**src/rtl/xnor_popcount_datapath_pkg.sv**
```systemverilog
// Shared command/status bit indices and datapath state encoding for the
// binarized-convolution XNOR/popcount handshake.
package xnor_popcount_datapath_pkg;

    localparam int CMD_GET_ADDR = 3;
    localparam int CMD_GET_DATA = 2;
    localparam int CMD_COUNT    = 1;
    localparam int CMD_WRITE    = 0;

    localparam int ST_GOT_DATA   = 3;
    localparam int ST_READY_RX   = 2;
    localparam int ST_COUNT_DONE = 1;
    localparam int ST_WRITTEN    = 0;

    typedef enum logic [2:0] {
        D_IDLE,
        D_FETCH,
        D_CAPT,
        D_READY,
        D_XNOR,
        D_COUNT,
        D_CDONE,
        D_WRITE
    } d_state_e;

endpackage

```
**src/rtl/xnor_popcount_datapath_popcount_slice.sv**
```systemverilog
// Combinational popcount of one POP_W-bit chunk of the XNOR word.
module popcount_slice #(
    parameter int POP_W = 8,
    parameter int OUT_W = $clog2(POP_W) + 1
) (
    input  logic [POP_W-1:0] in_bits,
    output logic [OUT_W-1:0] count
);

    always_comb begin
        count = '0;
        for (int i = 0; i < POP_W; i++) begin
            count = count + OUT_W'(in_bits[i]);
        end
    end

endmodule

```
**src/rtl/xnor_popcount_datapath.sv**
```systemverilog
// Datapath half of the compute handshake: fetch act/weight words, XNOR them,
// popcount POP_W bits per cycle and present the result to the output SRAM.
module xnor_popcount_datapath
    import xnor_popcount_datapath_pkg::*;
#(
    parameter int DATA_W = 32,
    parameter int POP_W  = 8,
    parameter int ADDR_W = 8,
    parameter int CNT_W  = 6
) (
    input  logic              clk,
    input  logic              reset,
    input  logic [3:0]        cmd,
    output logic [3:0]        status,
    input  logic              idx_clr,
    output logic              rd_en,
    output logic [ADDR_W-1:0] rd_addr,
    input  logic [DATA_W-1:0] act_rdata,
    input  logic [DATA_W-1:0] wt_rdata,
    output logic [ADDR_W-1:0] out_addr,
    output logic [CNT_W-1:0]  out_wdata,
    output logic              frame_done
);

    localparam int NCHUNK = DATA_W / POP_W;
    localparam int CH_W   = (NCHUNK > 1) ? $clog2(NCHUNK) : 1;
    localparam int PC_W   = $clog2(POP_W) + 1;

    d_state_e          state_q, state_d;
    logic [3:0]        status_q, status_d;
    logic              rd_en_q, rd_en_d;
    logic [ADDR_W-1:0] idx_q, idx_d;
    logic [DATA_W-1:0] act_q, act_d, wt_q, wt_d, xnor_q, xnor_d;
    logic [CNT_W-1:0]  acc_q, acc_d, out_wdata_q, out_wdata_d;
    logic [CH_W-1:0]   chunk_q, chunk_d;
    logic              frame_done_q, frame_done_d;

    logic [POP_W-1:0]  slice;
    logic [PC_W-1:0]   pop;
    logic [CNT_W-1:0]  acc_sum;
    logic              last_chunk;

    assign slice      = xnor_q[chunk_q*POP_W +: POP_W];
    assign last_chunk = (chunk_q == CH_W'(NCHUNK - 1));
    assign acc_sum    = acc_q + CNT_W'(pop);

    popcount_slice #(.POP_W(POP_W), .OUT_W(PC_W)) u_pop (
        .in_bits (slice),
        .count   (pop)
    );

    always_comb begin
        state_d      = state_q;
        idx_d        = idx_q;
        act_d        = act_q;
        wt_d         = wt_q;
        xnor_d       = xnor_q;
        acc_d        = acc_q;
        chunk_d      = chunk_q;
        out_wdata_d  = out_wdata_q;
        rd_en_d      = 1'b0;
        frame_done_d = 1'b0;
        case (state_q)
            D_IDLE: begin
                // a clear wins; the held get_address starts the fetch next cycle
                if (idx_clr) begin
                    idx_d = '0;
                end else if (cmd[CMD_GET_ADDR]) begin
                    rd_en_d = 1'b1;
                    state_d = D_FETCH;
                end
            end
            D_FETCH: state_d = D_CAPT;
            D_CAPT: begin
                act_d   = act_rdata;
                wt_d    = wt_rdata;
                state_d = D_READY;
            end
            D_READY: begin
                if (cmd[CMD_GET_DATA] && !cmd[CMD_GET_ADDR]) begin
                    xnor_d  = ~(act_q ^ wt_q);
                    state_d = D_XNOR;
                end
            end
            D_XNOR: begin
                if (cmd[CMD_COUNT]) begin
                    acc_d   = '0;
                    chunk_d = '0;
                    state_d = D_COUNT;
                end
            end
            D_COUNT: begin
                acc_d   = acc_sum;
                chunk_d = chunk_q + 1'b1;
                if (last_chunk) begin
                    out_wdata_d = acc_sum;
                    state_d     = D_CDONE;
                end
            end
            D_CDONE: if (cmd[CMD_WRITE]) state_d = D_WRITE;
            D_WRITE: begin
                // idx moves only after the controller has seen written_success
                if (status_q[ST_WRITTEN] && !cmd[CMD_WRITE]) begin
                    idx_d        = idx_q + 1'b1;
                    frame_done_d = &idx_q;
                    state_d      = D_IDLE;
                end
            end
            default: state_d = D_IDLE;
        endcase

        status_d                = '0;
        status_d[ST_READY_RX]   = (state_q == D_READY) && cmd[CMD_GET_ADDR];
        status_d[ST_GOT_DATA]   = (state_q == D_XNOR) && (state_d == D_XNOR) && cmd[CMD_GET_DATA];
        status_d[ST_COUNT_DONE] = (state_d == D_CDONE) &&
                                  ((state_q == D_COUNT) || (status_q[ST_COUNT_DONE] && cmd[CMD_COUNT]));
        status_d[ST_WRITTEN]    = (state_q == D_WRITE) && (state_d == D_WRITE);
    end

    always_ff @(posedge clk) begin
        if (!reset) begin
            state_q      <= D_IDLE;
            status_q     <= '0;
            rd_en_q      <= 1'b0;
            idx_q        <= '0;
            act_q        <= '0;
            wt_q         <= '0;
            xnor_q       <= '0;
            acc_q        <= '0;
            chunk_q      <= '0;
            out_wdata_q  <= '0;
            frame_done_q <= 1'b0;
        end else begin
            state_q      <= state_d;
            status_q     <= status_d;
            rd_en_q      <= rd_en_d;
            idx_q        <= idx_d;
            act_q        <= act_d;
            wt_q         <= wt_d;
            xnor_q       <= xnor_d;
            acc_q        <= acc_d;
            chunk_q      <= chunk_d;
            out_wdata_q  <= out_wdata_d;
            frame_done_q <= frame_done_d;
        end
    end

    assign status     = status_q;
    assign rd_en      = rd_en_q;
    assign rd_addr    = idx_q;
    assign out_addr   = idx_q;
    assign out_wdata  = out_wdata_q;
    assign frame_done = frame_done_q;

endmodule

```
**config.mk**
```make
export PLATFORM = sky130hd
export DESIGN_NAME = xnor_popcount_datapath
export DESIGN_NICKNAME = d
export VERILOG_FILES = /design/src/rtl/xnor_popcount_datapath_pkg.sv /design/src/rtl/xnor_popcount_datapath_popcount_slice.sv /design/src/rtl/xnor_popcount_datapath.sv
export SDC_FILE = /design/constraint.sdc
export NUM_CORES = 1
export LEC_CHECK = 0
export CORE_MARGIN = 2
export CORE_UTILIZATION = 40
export DETAILED_ROUTE_END_ITERATION = 10
export GPL_TIMING_DRIVEN = 1
export PLACE_DENSITY = 0.61
export SLEW_MARGIN = 20
export SYNTH_ARGS = -nofsm -noshare
export SYNTH_HDL_FRONTEND = slang
export SYNTH_SLANG_ARGS = --single-unit
```
**constraint.sdc**
```tcl
create_clock -name clk -period 5.6 [get_ports clk]
set_input_delay 1.4 -clock clk [delete_from_list [all_inputs] [get_ports clk]]
set_output_delay 1.4 -clock clk [all_outputs]
set_load 0.01 [all_outputs]
```
==> metrics.log, run 1 <==
[metrics] distinct cell type count of the synthesized netlist: 49
[metrics] area of all placed cells without fillers: 0.00715 mm^2
[metrics] number of buffers inserted by port buffering: 98
[metrics] CTS clk-pin slew, worst paths: 0.06 ns
[metrics] CTS root buffer: sky130_fd_sc_hd__clkbuf_16
[metrics] via count normalized by instance count: 4.96
[metrics] Slew Limit Fails: 0
[metrics] count of TritonRoute iterations in the first routing pass: 4
[metrics] number of max-cap violations: 0
[metrics] number of enable-type register cells in the synthesized netlist: 0
[metrics] starting utilization of the core area: 41.3%
[metrics] run status: complete, no violations
[metrics] setup slack of the critical path after layout: 0.604 ns
[metrics] worst hold path cell count: 2
[metrics] Remaining Overflow, GRT: 0
[metrics] Ant. Diodes: 0
[metrics] Power per Cell Area: 326 mW/mm^2
[metrics] total die area: 0.0147 mm^2
[metrics] final RePlAce weighted congestion: 0.853
[metrics] adder-cell share of the synthesized area: 3.86%
[metrics] initial DRC count: 382
[metrics] synthesized-area fraction occupied by xor and xnor cells: 5.72%
[metrics] routed wire length: 11,900 um
[metrics] Synthesis Warnings: 0
[metrics] unrepaired setup endpoints after global routing: no
[metrics] maximum number of pins on one net before global-route repair: 79
[metrics] category of the worst setup path capture point: flip-flop
[metrics] I/O pin cnt: 99
[metrics] Worst Path Max Fanout: 7
[metrics] antenna violations before repair: 0
[metrics] CTS tree: yes
[metrics] setup_tns: 0 ns
[metrics] post-synthesis cell count: 666
[metrics] number of levels in the clock H-tree: 4
[metrics] number of instances resized during post-cts repair: 0
[metrics] category of the most critical setup path: reg -> reg
[metrics] Max-slew headroom: 32.0%
[metrics] total core area: 0.0133 mm^2
[metrics] Netlist Area Pre-Place: 0.00552 mm^2
[metrics] count of final setup violators: 0
[metrics] Placed Instance Area: 0.00650 mm^2
[metrics] share of the clock period used by the worst path after layout: 89.2%
[metrics] min cycle time layout: 5.00 ns
[metrics] r2r setup slk: 0.60 ns
[metrics] final net count: 821
[metrics] number of global-route vias before repair: 4,342
[metrics] clk buf depth: 2
[metrics] proportion of synthesized area in mux cells: 3.45%
[metrics] Worst Setup Slack post-DPL: 0.615 ns
[metrics] Synth Net Count: 751
[metrics] average footprint of a synthesized cell: 8.28 um^2
[metrics] growth of design area from synthesis to finish: 29.7%
[metrics] Setup crit start kind: flip-flop
[metrics] global-route wire length before repair: 20,000 um
[metrics] fraction of the mapped netlist area in simple logic gates: 21.3%
[metrics] Die Span Y: 121 um
[metrics] worst r2r path cells: 14
[metrics] post-layout power: 2.34 mW
[metrics] number of rows created at floorplan: 42
[metrics] proportion of layout cells with a drive suffix above 1: 6.81%
[metrics] share of synthesized area occupied by flip-flops and latches: 46.1%
[metrics] crit path DAT: 5.31 ns
[metrics] most frequent standard cell in the layout excluding fill and tap cells: sky130_fd_sc_hd__nand2_1
[metrics] number of sinks driven by the clock tree: 127
[metrics] number of failing hold endpoints at the final stage: 0
[metrics] post-CTS setup repair buffer count: 0
[metrics] DIE WIDTH: 121 um
[metrics] post-synthesis compound-gate area fraction: 14.1%
[metrics] FMAX: 0.200 GHz
[metrics] Num CTS Buffers: 17
[metrics] detailed-placement wirelength estimate: 8130 um
[metrics] count of vias placed by the detailed router: 4,589
[metrics] clock latency on the worst-skew pair: 0.42 ns
[metrics] final standard cell utilization of the core: 53.6%
[metrics] Min-Delay Path Class: reg -> reg
[metrics] Detail Route Antenna Nets: 0
[metrics] async set-or-reset flop fraction in the synthesized netlist: 0%
[metrics] Lkg Pwr: 2.42 nW
[metrics] total global routing track utilization: 17.1%
[metrics] post-synthesis sequential element count: 127
[metrics] Max VDD drop: 0.190 mV
[metrics] measured slew at the worst slew-check pin: 1.02 ns
[metrics] drt drc: 0
[metrics] clk_skew: 0.0114 ns
[metrics] Required @ worst endpoint: 5.91 ns
[metrics] most frequently used flop master after synthesis: sky130_fd_sc_hd__dfxtp_1
[metrics] count of hold buffers inserted by post-cts repair: 0
[metrics] FILL cells: 1,269
[metrics] commonest non-fill, non-tap cells in the layout: 209 x sky130_fd_sc_hd__nand2_1, 127 x sky130_fd_sc_hd__dfxtp_1, 109 x sky130_fd_sc_hd__a21oi_1
[metrics] combinational family with the most area after synthesis: simple AND/OR/NAND/NOR gates
[metrics] wire length per cell: 12.9 um
state kept, by name, indices dropped and copies added, names as in the netlist:
signal      count
status          4
chunk_q         2
act_q          32
out_addr        8
frame_done      1
xnor_q         32
acc_q           6
state_q         3
rd_en           1
wt_q           32
out_wdata       6
cell families (layout without fill, tap and decap cells):
group / Yosys count / count (layout)
AOI/OAI and AO/OA: 141 / 141
xor gates and xnor gates: 36 / 36
adders and majority gates: 14 / 14
buffers and inverters: 64 / 147
DFF: 127 / 127
muxes: 9 / 9
and+or+nand+nor: 275 / 275
cell usage after synthesis, types with 3 or more instances:
library cell,instances,area [um^2]
sky130_fd_sc_hd__nand2_1,209,785
sky130_fd_sc_hd__dfxtp_1,127,2540
sky130_fd_sc_hd__a21oi_1,109,546
sky130_fd_sc_hd__xnor2_1,36,315
sky130_fd_sc_hd__clkbuf_1,22,82.6
sky130_fd_sc_hd__buf_2,17,85.1
sky130_fd_sc_hd__nor2_1,17,63.8
sky130_fd_sc_hd__inv_1,13,48.8
sky130_fd_sc_hd__o21ai_0,11,55.1
sky130_fd_sc_hd__buf_4,9,67.6
sky130_fd_sc_hd__ha_1,9,113
sky130_fd_sc_hd__nand3_1,9,45.0
sky130_fd_sc_hd__mux4_2,8,180
sky130_fd_sc_hd__nand2b_1,6,37.5
sky130_fd_sc_hd__nor2b_1,6,37.5
sky130_fd_sc_hd__and3_1,5,31.3
sky130_fd_sc_hd__fa_1,5,100
sky130_fd_sc_hd__or3_1,5,31.3
sky130_fd_sc_hd__a22oi_1,3,22.5
final cells by class:
class | count | area, um^2 | area share (%)
multi-input cells | 475 | 2680 | 37.5
flip-flops and latches | 127 | 2540 | 35.5
repair buffers | 101 | 1000 | 14.0
clock buffers | 23 | 498 | 6.96
well taps | 176 | 220 | 3.08
clock inverters | 9 | 154 | 2.15
inverters | 14 | 52.6 | 0.735
worst paths after layout:
kind / from / end
worst min-delay path: xnor_q[31] / xnor_q[31]
worst max-delay path: chunk_q[0] / out_wdata[4]
worst max register to register: chunk_q[0] / out_wdata[4]
worst min register to register: xnor_q[31] / xnor_q[31]
per-stage QoR:
stage | std cells | hold WS (ns)
floorplan | 666 | 0.429
global placement | 893 | 0.444
detailed placement | 893 | 0.447
CTS | 925 | 0.453
global route | 925 | 0.470
finish | 925 | 0.452
power breakdown:
group | internal, mW | switching [mW]
Clock | 0.803 | 0.387
Combinational | 0.0956 | 0.0892
Sequential | 0.936 | 0.0252
Total | 1.83 | 0.501
critical path: stages, from the launching register on:
cell	delay [ns]
sky130_fd_sc_hd__dfxtp_1	0.41
sky130_fd_sc_hd__buf_4	0.23
sky130_fd_sc_hd__mux4_2	0.54
sky130_fd_sc_hd__ha_1	0.33
sky130_fd_sc_hd__fa_1	0.54
sky130_fd_sc_hd__inv_1	0.05
sky130_fd_sc_hd__fa_1	0.50
sky130_fd_sc_hd__fa_1	0.48
sky130_fd_sc_hd__fa_1	0.39
sky130_fd_sc_hd__xnor2_1	0.15
sky130_fd_sc_hd__ha_1	0.34
sky130_fd_sc_hd__nor2b_1	0.15
sky130_fd_sc_hd__o21ai_0	0.22
sky130_fd_sc_hd__or4b_1	0.47
sky130_fd_sc_hd__o311ai_1	0.09
routing by layer:
| metal | GRT usage, % | part of all wire, % |
|---|---|---|
| met1 | 20.9 | 45 |
| met2 | 28.7 | 49 |
| met3 | 5.31 | 4.8 |
| met4 | 5.75 | 1.1 |
| met5 | 0 | 0 |
Power figures use the tool's default switching activity.
==> run 2: changes to the inputs <==
Settings changed: PLACE_DENSITY 0.61 to 0.68.
==> run 2 against run 1 <==
Net effect: fmax rose by 3.4%; worst setup slack better by 0.16 ns; first-iteration DRC count shrank 3.9%; via count rose by 0.48%; combinational power about the same; clock power decreased by 6%; critical path depth fell by 1; total power shrank 2.9%; non-clock buffer count unchanged; highest routed layer unchanged.
==> metrics.log, run 2 (synthesis gave the netlist of run 1 again) <==
[metrics] run status: complete, no violations (unchanged)
[metrics] number of buffers inserted by port buffering: 98 (unchanged)
[metrics] Ant. Diodes: 0 (unchanged)
[metrics] crit path DAT: 5.15 ns (was 5.31 ns)
[metrics] worst r2r path cells: 13 (was 14)
[metrics] top flop regs: act_q x32, wt_q x32, xnor_q x32 (unchanged)
[metrics] wire length per cell: 13.1 um (was 12.9 um)
[metrics] origin of the critical flop-to-flop path: chunk_q[0] (unchanged)
[metrics] Worst path most repeated cell: sky130_fd_sc_hd__fa_1 (unchanged)
[metrics] origin of the worst setup path: chunk_q[0] (unchanged)
[metrics] Max-slew headroom: 30.4% (was 32.0%)
[metrics] Worst Path Max Fanout: 5 (was 7)
[metrics] cell with the largest stage delay on the worst path: sky130_fd_sc_hd__mux4_2 (unchanged)
[metrics] Max VDD drop: 0.188 mV (was 0.190 mV)
[metrics] CTS clk-pin slew, worst paths: 0.06 ns (about the same)
[metrics] net switching power of the design: 0.523 mW (was 0.501 mW)
[metrics] FMAX: 0.207 GHz (was 0.200 GHz)
[metrics] Slew Limit Fails: 0 (unchanged)
[metrics] met1 routed wirelength after detailed routing: 5510 um (was 5410 um)
[metrics] count of final setup violators: 0 (unchanged)
[metrics] detailed-placement wirelength estimate: 8270 um (was 8130 um)
[metrics] global-route wire length before repair: 20,400 um (was 20,000 um)
[metrics] via count normalized by instance count: 4.98 (was 4.96)
[metrics] initial DRC count: 367 (was 382)
[metrics] commonest non-fill, non-tap cells in the layout: 209 x sky130_fd_sc_hd__nand2_1, 127 x sky130_fd_sc_hd__dfxtp_1, 109 x sky130_fd_sc_hd__a21oi_1 (unchanged)
[metrics] Detail Route Antenna Nets: 0 (unchanged)
[metrics] fraction of power consumed by combinational cells: 8.1% (was 7.9%)
[metrics] Required @ worst endpoint: 5.91 ns (about the same)
[metrics] count of hold buffers inserted by post-cts repair: 0 (unchanged)
[metrics] highest metal layer with signal wires: met4 (unchanged)
[metrics] clk buf depth: 2 (unchanged)
[metrics] Min-Delay Path Class: reg -> reg (unchanged)
[metrics] Placed Instance Area: 0.00650 mm^2 (about the same)
[metrics] area of all placed cells without fillers: 0.00711 mm^2 (was 0.00715 mm^2)
[metrics] clock latency on the worst-skew pair: 0.42 ns (about the same)
[metrics] Worst Hold Slack: 0.451 ns (was 0.452 ns)
[metrics] measured slew at the worst slew-check pin: 1.04 ns (was 1.02 ns)
[metrics] category of the worst setup path capture point: flip-flop (unchanged)
[metrics] antenna violations before repair: 0 (unchanged)
[metrics] internal power of the cells: 1.75 mW (was 1.83 mW)
[metrics] Num CTS Buffers: 17 (unchanged)
[metrics] post-CTS setup repair buffer count: 0 (unchanged)
[metrics] unrepaired setup endpoints after global routing: no (unchanged)
[metrics] kind of cell adding the most delay to the critical path: adder cells (unchanged)
[metrics] starting utilization of the core area: 41.3% (unchanged)
[metrics] final RePlAce weighted congestion: 0.871 (was 0.853)
[metrics] proportion of layout cells with a drive suffix above 1: 6.68% (was 6.81%)
[metrics] CTS root buffer: sky130_fd_sc_hd__clkbuf_16 (unchanged)
[metrics] Clk network pwr share: 49.5% (was 50.9%)
[metrics] capture point of the critical path: acc_q[4] (was out_wdata[4])
[metrics] count of TritonRoute iterations in the first routing pass: 4 (unchanged)
[metrics] maximum number of pins on one net before global-route repair: 65 (was 79)
[metrics] total core area: 0.0133 mm^2 (unchanged)
[metrics] total die area: 0.0147 mm^2 (unchanged)
[metrics] clk_skew: 0.00895 ns (was 0.0114 ns)
[metrics] drt drc: 0 (unchanged)
[metrics] DIE WIDTH: 121 um (unchanged)
[metrics] most frequent standard cell in the layout excluding fill and tap cells: sky130_fd_sc_hd__nand2_1 (unchanged)
[metrics] power share of the sequential group: 42.4% (was 41.2%)
[metrics] number of global-route vias before repair: 4,563 (was 4,342)
[metrics] growth of design area from synthesis to finish: 28.9% (was 29.7%)
[metrics] total global routing track utilization: 17.5% (was 17.1%)
[metrics] post-route insts no fill: 925 (unchanged)
[metrics] routed wl met3: 694 um (was 573 um)
[metrics] r2r setup slk: 0.77 ns (was 0.60 ns)
[metrics] min cycle time layout: 4.83 ns (was 5.00 ns)
[metrics] number of failing hold endpoints at the final stage: 0 (unchanged)
[metrics] final net count: 821 (unchanged)
[metrics] Lkg Pwr: 2.39 nW (was 2.42 nW)
[metrics] CTS tree: yes (unchanged)
[metrics] count of vias placed by the detailed router: 4,611 (was 4,589)
[metrics] Die Span Y: 121 um (unchanged)
[metrics] CP max stage delay: 0.53 ns (was 0.54 ns)
[metrics] placed insts: 893 (unchanged)
[metrics] Remaining Overflow, GRT: 0 (unchanged)
[metrics] routed wire length: 12,100 um (was 11,900 um)
[metrics] number of max-cap violations: 0 (unchanged)
[metrics] number of rows created at floorplan: 42 (unchanged)
[metrics] worst reg2reg path endpoint: acc_q[4] (was out_wdata[4])
[metrics] setup_tns: 0 ns (unchanged)
[metrics] startpoint of the worst hold path: xnor_q[17] (was xnor_q[31])
[metrics] buffers and inverters on the worst path: 1 (was 2)
[metrics] number of cells on the critical path: 13 (was 14)
[metrics] total length of routed met2 wires: 5710 um (was 5820 um)
[metrics] critical path cell sequence: mux4_2 -> ha_1 -> fa_1 -> inv_1 -> fa_1 -> fa_1 -> fa_1 -> xnor2_1 -> ha_1 -> nor2b_1 -> o21ai_0 -> or4b_1 -> o311ai_1 (was buf_4 -> mux4_2 -> ha_1 -> fa_1 -> inv_1 -> fa_1 -> fa_1 -> fa_1 -> xnor2_1 -> ha_1 -> nor2b_1 -> o21ai_0 -> or4b_1 -> o311ai_1)
[metrics] number of sinks driven by the clock tree: 127 (unchanged)
[metrics] Net Sw Frac: 23.1% (was 21.5%)
[metrics] Power per Cell Area: 319 mW/mm^2 (was 326 mW/mm^2)
[metrics] category of the most critical setup path: reg -> reg (unchanged)
[metrics] Setup crit start kind: flip-flop (unchanged)
[metrics] number of levels in the clock H-tree: 4 (unchanged)
[metrics] I/O pin cnt: 99 (unchanged)
[metrics] share of the clock period used by the worst path after layout: 86.3% (was 89.2%)
[metrics] number of instances resized during post-cts repair: 0 (unchanged)
-- run 2: changes by cell type in the layout (fill, tap and decap cells not counted), sizes merged --
cell      change
bufinv        -1
clkbuf        -3
clkinv        +2
clkinvlp      +1
inv           +1
-- run 2: power by group through the flow --
stage / Clock, mW / Combinational [mW] / Sequential [mW]
2_1_floorplan: 0 / 0.118 / 0.973
3_3_place_gp: 0 / 0.182 / 0.979
3_5_place_dp: 0 / 0.185 / 0.981
4_1_cts: 1.14 / 0.187 / 0.961
5_1_grt: 1.18 / 0.206 / 0.965
6_report: 1.12 / 0.184 / 0.961
-- run 2: final cells by class --
class	count	area, um^2
flip-flops and latches	127	2540
inverters	14	52.6
clock buffers	20	447
clock inverters	12	161
fillers	1230	6240
repair buffers	101	1000
multi-input cells	475	2680
well taps	176	220
-- run 2: routing by layer --
metal | track usage [%] | up-vias
li1 | - | 2346
met3 | 5.26 | 20
met1 | 21.3 | 2117
met4 | 7.69 | 0
met5 | 0 | -
met2 | 28.5 | 128
-- run 2: worst min path at each step --
stage / end / slack [ns] / cells past startpoint
detailed placement: xnor_q[17] / 0.45 / 2
floorplan: xnor_q[16] / 0.43 / 2
global route: xnor_q[31] / 0.48 / 2
CTS: xnor_q[17] / 0.45 / 2
finish: xnor_q[17] / 0.45 / 2
global placement: xnor_q[24] / 0.45 / 2
-- run 2: per-stage QoR --
step           setup slack [ns]  util (%)  total power, mW
2_1_floorplan             0.895         -             1.09
3_3_place_gp              0.938      48.7             1.16
3_5_place_dp              0.790      48.7             1.17
4_1_cts                   0.763      53.2             2.29
5_1_grt                   0.545      53.3             2.35
6_report                  0.766      53.3             2.27
-- run 2: worst reg2reg max path: stages (launching register included) --
cell	delay [ns]
sky130_fd_sc_hd__dfxtp_1	0.43
sky130_fd_sc_hd__mux4_2	0.53
sky130_fd_sc_hd__ha_1	0.33
sky130_fd_sc_hd__fa_1	0.53
sky130_fd_sc_hd__inv_1	0.05
sky130_fd_sc_hd__fa_1	0.51
sky130_fd_sc_hd__fa_1	0.49
sky130_fd_sc_hd__fa_1	0.40
sky130_fd_sc_hd__xnor2_1	0.14
sky130_fd_sc_hd__ha_1	0.34
sky130_fd_sc_hd__nor2b_1	0.16
sky130_fd_sc_hd__o21ai_0	0.24
sky130_fd_sc_hd__or4b_1	0.47
sky130_fd_sc_hd__o311ai_1	0.11
==> run 3: changes to the inputs <==
--- a/config.mk
+++ b/config.mk
@@ -6,9 +6,12 @@
 export NUM_CORES = 1
 export LEC_CHECK = 0
+export CAP_MARGIN = 20
+export CELL_PAD_IN_SITES_DETAIL_PLACEMENT = 0
+export CELL_PAD_IN_SITES_GLOBAL_PLACEMENT = 1
 export CORE_MARGIN = 2
-export CORE_UTILIZATION = 40
+export CORE_UTILIZATION = 39
 export DETAILED_ROUTE_END_ITERATION = 10
 export GPL_TIMING_DRIVEN = 1
-export PLACE_DENSITY = 0.68
+export PLACE_DENSITY = 0.84
 export SLEW_MARGIN = 20
 export SYNTH_ARGS = -nofsm -noshare
==> constraint.sdc (replaced) <==
create_clock -name clk -period 5.6 [get_ports clk]
set_input_delay 1.4 -clock clk [delete_from_list [all_inputs] [get_ports clk]]
set_output_delay 1.4 -clock clk [all_outputs]
set_load 0.005 [all_outputs]
==> run 3 against run 2 <==
Net effect: worst setup slack worse by 0.19 ns; sequential power about the same; critical path depth up 1; critical path type unchanged; largest cell class unchanged; non-clock buffer count up 1; via count about the same; highest routed layer unchanged; combinational power about the same; sequential share of layout area down 0.23 points; wire length down 2.0%.
==> metrics.log, run 3 (synthesis gave the netlist of run 1 again) <==
[metrics] count of TritonRoute iterations in the first routing pass: 4 (unchanged)
[metrics] CTS clk-pin slew, worst paths: 0.06 ns (about the same)
[metrics] clk buf depth: 2 (unchanged)
[metrics] worst r2r path cells: 14 (was 13)
[metrics] routed wire length: 11,900 um (was 12,100 um)
[metrics] area of all placed cells without fillers: 0.00716 mm^2 (was 0.00711 mm^2)
[metrics] Worst Path Max Fanout: 7 (was 5)
[metrics] via count normalized by instance count: 4.96 (was 4.98)
[metrics] placed insts: 898 (was 893)
[metrics] FF/Latch Area: 0.00254 mm^2 (unchanged)
[metrics] measured slew at the worst slew-check pin: 0.671 ns (was 1.04 ns)
[metrics] FILL cells: 1,310 (was 1,230)
[metrics] category of the worst setup path capture point: flip-flop (unchanged)
[metrics] total die area: 0.0151 mm^2 (was 0.0147 mm^2)
[metrics] Max-slew headroom: 55.3% (was 30.4%)
[metrics] count of final setup violators: 0 (unchanged)
[metrics] global-route wire length before repair: 20,000 um (was 20,400 um)
[metrics] FMAX: 0.199 GHz (was 0.207 GHz)
[metrics] most frequent standard cell in the layout excluding fill and tap cells: sky130_fd_sc_hd__nand2_1 (unchanged)
[metrics] setup_tns: 0 ns (unchanged)
[metrics] commonest non-fill, non-tap cells in the layout: 208 x sky130_fd_sc_hd__nand2_1, 127 x sky130_fd_sc_hd__dfxtp_1, 109 x sky130_fd_sc_hd__a21oi_1 (was 209 x sky130_fd_sc_hd__nand2_1, 127 x sky130_fd_sc_hd__dfxtp_1, 109 x sky130_fd_sc_hd__a21oi_1)
[metrics] Detail Route Antenna Nets: 0 (unchanged)
[metrics] Die Span Y: 123 um (was 121 um)
[metrics] worst reg2reg path endpoint: acc_q[4] (unchanged)
[metrics] post-CTS setup repair buffer count: 0 (unchanged)
[metrics] number of global-route vias before repair: 4,460 (was 4,563)
[metrics] initial DRC count: 265 (was 367)
[metrics] crit path DAT: 5.34 ns (was 5.15 ns)
[metrics] number of levels in the clock H-tree: 4 (unchanged)
[metrics] setup slack of the critical path after layout: 0.574 ns (was 0.766 ns)
[metrics] maximum number of pins on one net before global-route repair: 65 (unchanged)
[metrics] wire length per cell: 12.8 um (was 13.1 um)
[metrics] number of failing hold endpoints at the final stage: 0 (unchanged)
[metrics] Worst Setup Slack post-DPL: 0.588 ns (was 0.790 ns)
[metrics] area of the multi-input gates: 0.00269 mm^2 (was 0.00268 mm^2)
[metrics] min cycle time layout: 5.03 ns (was 4.83 ns)
[metrics] origin of the critical flop-to-flop path: chunk_q[0] (unchanged)
[metrics] Lkg Pwr: 2.41 nW (was 2.39 nW)
[metrics] Min-Delay Path Class: reg -> reg (unchanged)
[metrics] unrepaired setup endpoints after global routing: no (unchanged)
[metrics] r2r setup slk: 0.57 ns (was 0.77 ns)
[metrics] Power per Cell Area: 324 mW/mm^2 (was 319 mW/mm^2)
[metrics] growth of design area from synthesis to finish: 29.7% (was 28.9%)
[metrics] proportion of layout cells with a drive suffix above 1: 7.20% (was 6.68%)
[metrics] detailed-placement wirelength estimate: 8360 um (was 8270 um)
[metrics] total global routing track utilization: 16.8% (was 17.5%)
[metrics] antenna violations before repair: 0 (unchanged)
[metrics] post-route insts no fill: 930 (was 925)
[metrics] category of the most critical setup path: reg -> reg (unchanged)
[metrics] count of hold buffers inserted by post-cts repair: 0 (unchanged)
[metrics] drt drc: 0 (unchanged)
[metrics] count of vias placed by the detailed router: 4,615 (was 4,611)
[metrics] top flop regs: act_q x32, wt_q x32, xnor_q x32 (unchanged)
[metrics] number of max-cap violations: 0 (unchanged)
[metrics] end point of the worst hold path: xnor_q[25] (was xnor_q[17])
[metrics] I/O pin cnt: 99 (unchanged)
[metrics] number of sinks driven by the clock tree: 127 (unchanged)
[metrics] final net count: 822 (was 821)
[metrics] run status: complete, no violations (unchanged)
[metrics] CTS root buffer: sky130_fd_sc_hd__clkbuf_16 (unchanged)
[metrics] final RePlAce weighted congestion: 0.877 (was 0.871)
[metrics] startpoint of the worst hold path: xnor_q[25] (was xnor_q[17])
[metrics] total core area: 0.0138 mm^2 (was 0.0133 mm^2)
[metrics] share of the clock period used by the worst path after layout: 89.7% (was 86.3%)
[metrics] Num CTS Buffers: 17 (unchanged)
[metrics] Max VDD drop: 0.172 mV (was 0.188 mV)
[metrics] Setup crit start kind: flip-flop (unchanged)
[metrics] starting utilization of the core area: 39.9% (was 41.3%)
[metrics] Placed Instance Area: 0.00651 mm^2 (was 0.00650 mm^2)
[metrics] worst hold path cell count: 2 (unchanged)
[metrics] Ant. Diodes: 0 (unchanged)
[metrics] DIE WIDTH: 123 um (was 121 um)
[metrics] CTS tree: yes (unchanged)
[metrics] Remaining Overflow, GRT: 0 (unchanged)
[metrics] clock latency on the worst-skew pair: 0.42 ns (about the same)
[metrics] clk_skew: 0.0136 ns (was 0.00895 ns)
[metrics] Required @ worst endpoint: 5.91 ns (about the same)
[metrics] number of buffers inserted by port buffering: 98 (unchanged)
[metrics] Slew Limit Fails: 0 (unchanged)
[metrics] number of instances resized during post-cts repair: 0 (unchanged)
[metrics] number of rows created at floorplan: 43 (was 42)
[run 3: worst max path at each step]
stage                     to        from  slack, ns  cells after the start
detailed placement  acc_q[4]  chunk_q[0]       0.59                     14
global placement    acc_q[4]  chunk_q[0]       0.78                     14
global route        acc_q[4]  chunk_q[0]       0.35                     14
finish              acc_q[4]  chunk_q[0]       0.57                     14
CTS                 acc_q[4]  chunk_q[0]       0.56                     14
floorplan           acc_q[4]  chunk_q[0]       0.90                     14
[run 3: power by group]
part           total, mW  switching [mW]  internal (mW)
Sequential         0.961          0.0250          0.936
Combinational      0.185          0.0888         0.0960
Clock               1.17           0.402          0.768
[run 3: layout make-up]
cell class	instances	share of cell area, %
multi-input combinational	475	37.5
sequential	127	35.5
timing repair buffer	102	14.1
clock buffer	19	6.33
tap	180	3.15
clock inverter	13	2.60
inverter	14	0.734
[run 3: through the flow]
| stage | util [%] | hold WS, ns | power, mW |
|---|---|---|---|
| 2_1_floorplan | - | 0.429 | 1.09 |
| 3_3_place_gp | 47.1 | 0.442 | 1.16 |
| 3_5_place_dp | 47.1 | 0.441 | 1.17 |
| 4_1_cts | 51.7 | 0.449 | 2.34 |
| 5_1_grt | 51.8 | 0.480 | 2.41 |
| 6_report | 51.8 | 0.449 | 2.32 |
[run 3: worst max-delay path: stages, from the launching register on]
cell and delay, ns:
sky130_fd_sc_hd__dfxtp_1 0.42, sky130_fd_sc_hd__buf_4 0.23, sky130_fd_sc_hd__mux4_2 0.52, sky130_fd_sc_hd__ha_1 0.31
sky130_fd_sc_hd__fa_1 0.54, sky130_fd_sc_hd__inv_1 0.06, sky130_fd_sc_hd__fa_1 0.51, sky130_fd_sc_hd__fa_1 0.47
sky130_fd_sc_hd__fa_1 0.40, sky130_fd_sc_hd__xnor2_1 0.14, sky130_fd_sc_hd__ha_1 0.34, sky130_fd_sc_hd__nor2b_1 0.16
sky130_fd_sc_hd__o21ai_0 0.25, sky130_fd_sc_hd__or4b_1 0.47, sky130_fd_sc_hd__o311ai_1 0.10
[run 3: per-layer routing]
metal	wire length, um	global-route usage (%)	vias up
li1	-	-	2353
met1	5390	19.8	2144
met2	5780	28.2	100
met3	546	5.30	18
met4	169	7.11	0
met5	0	0	-
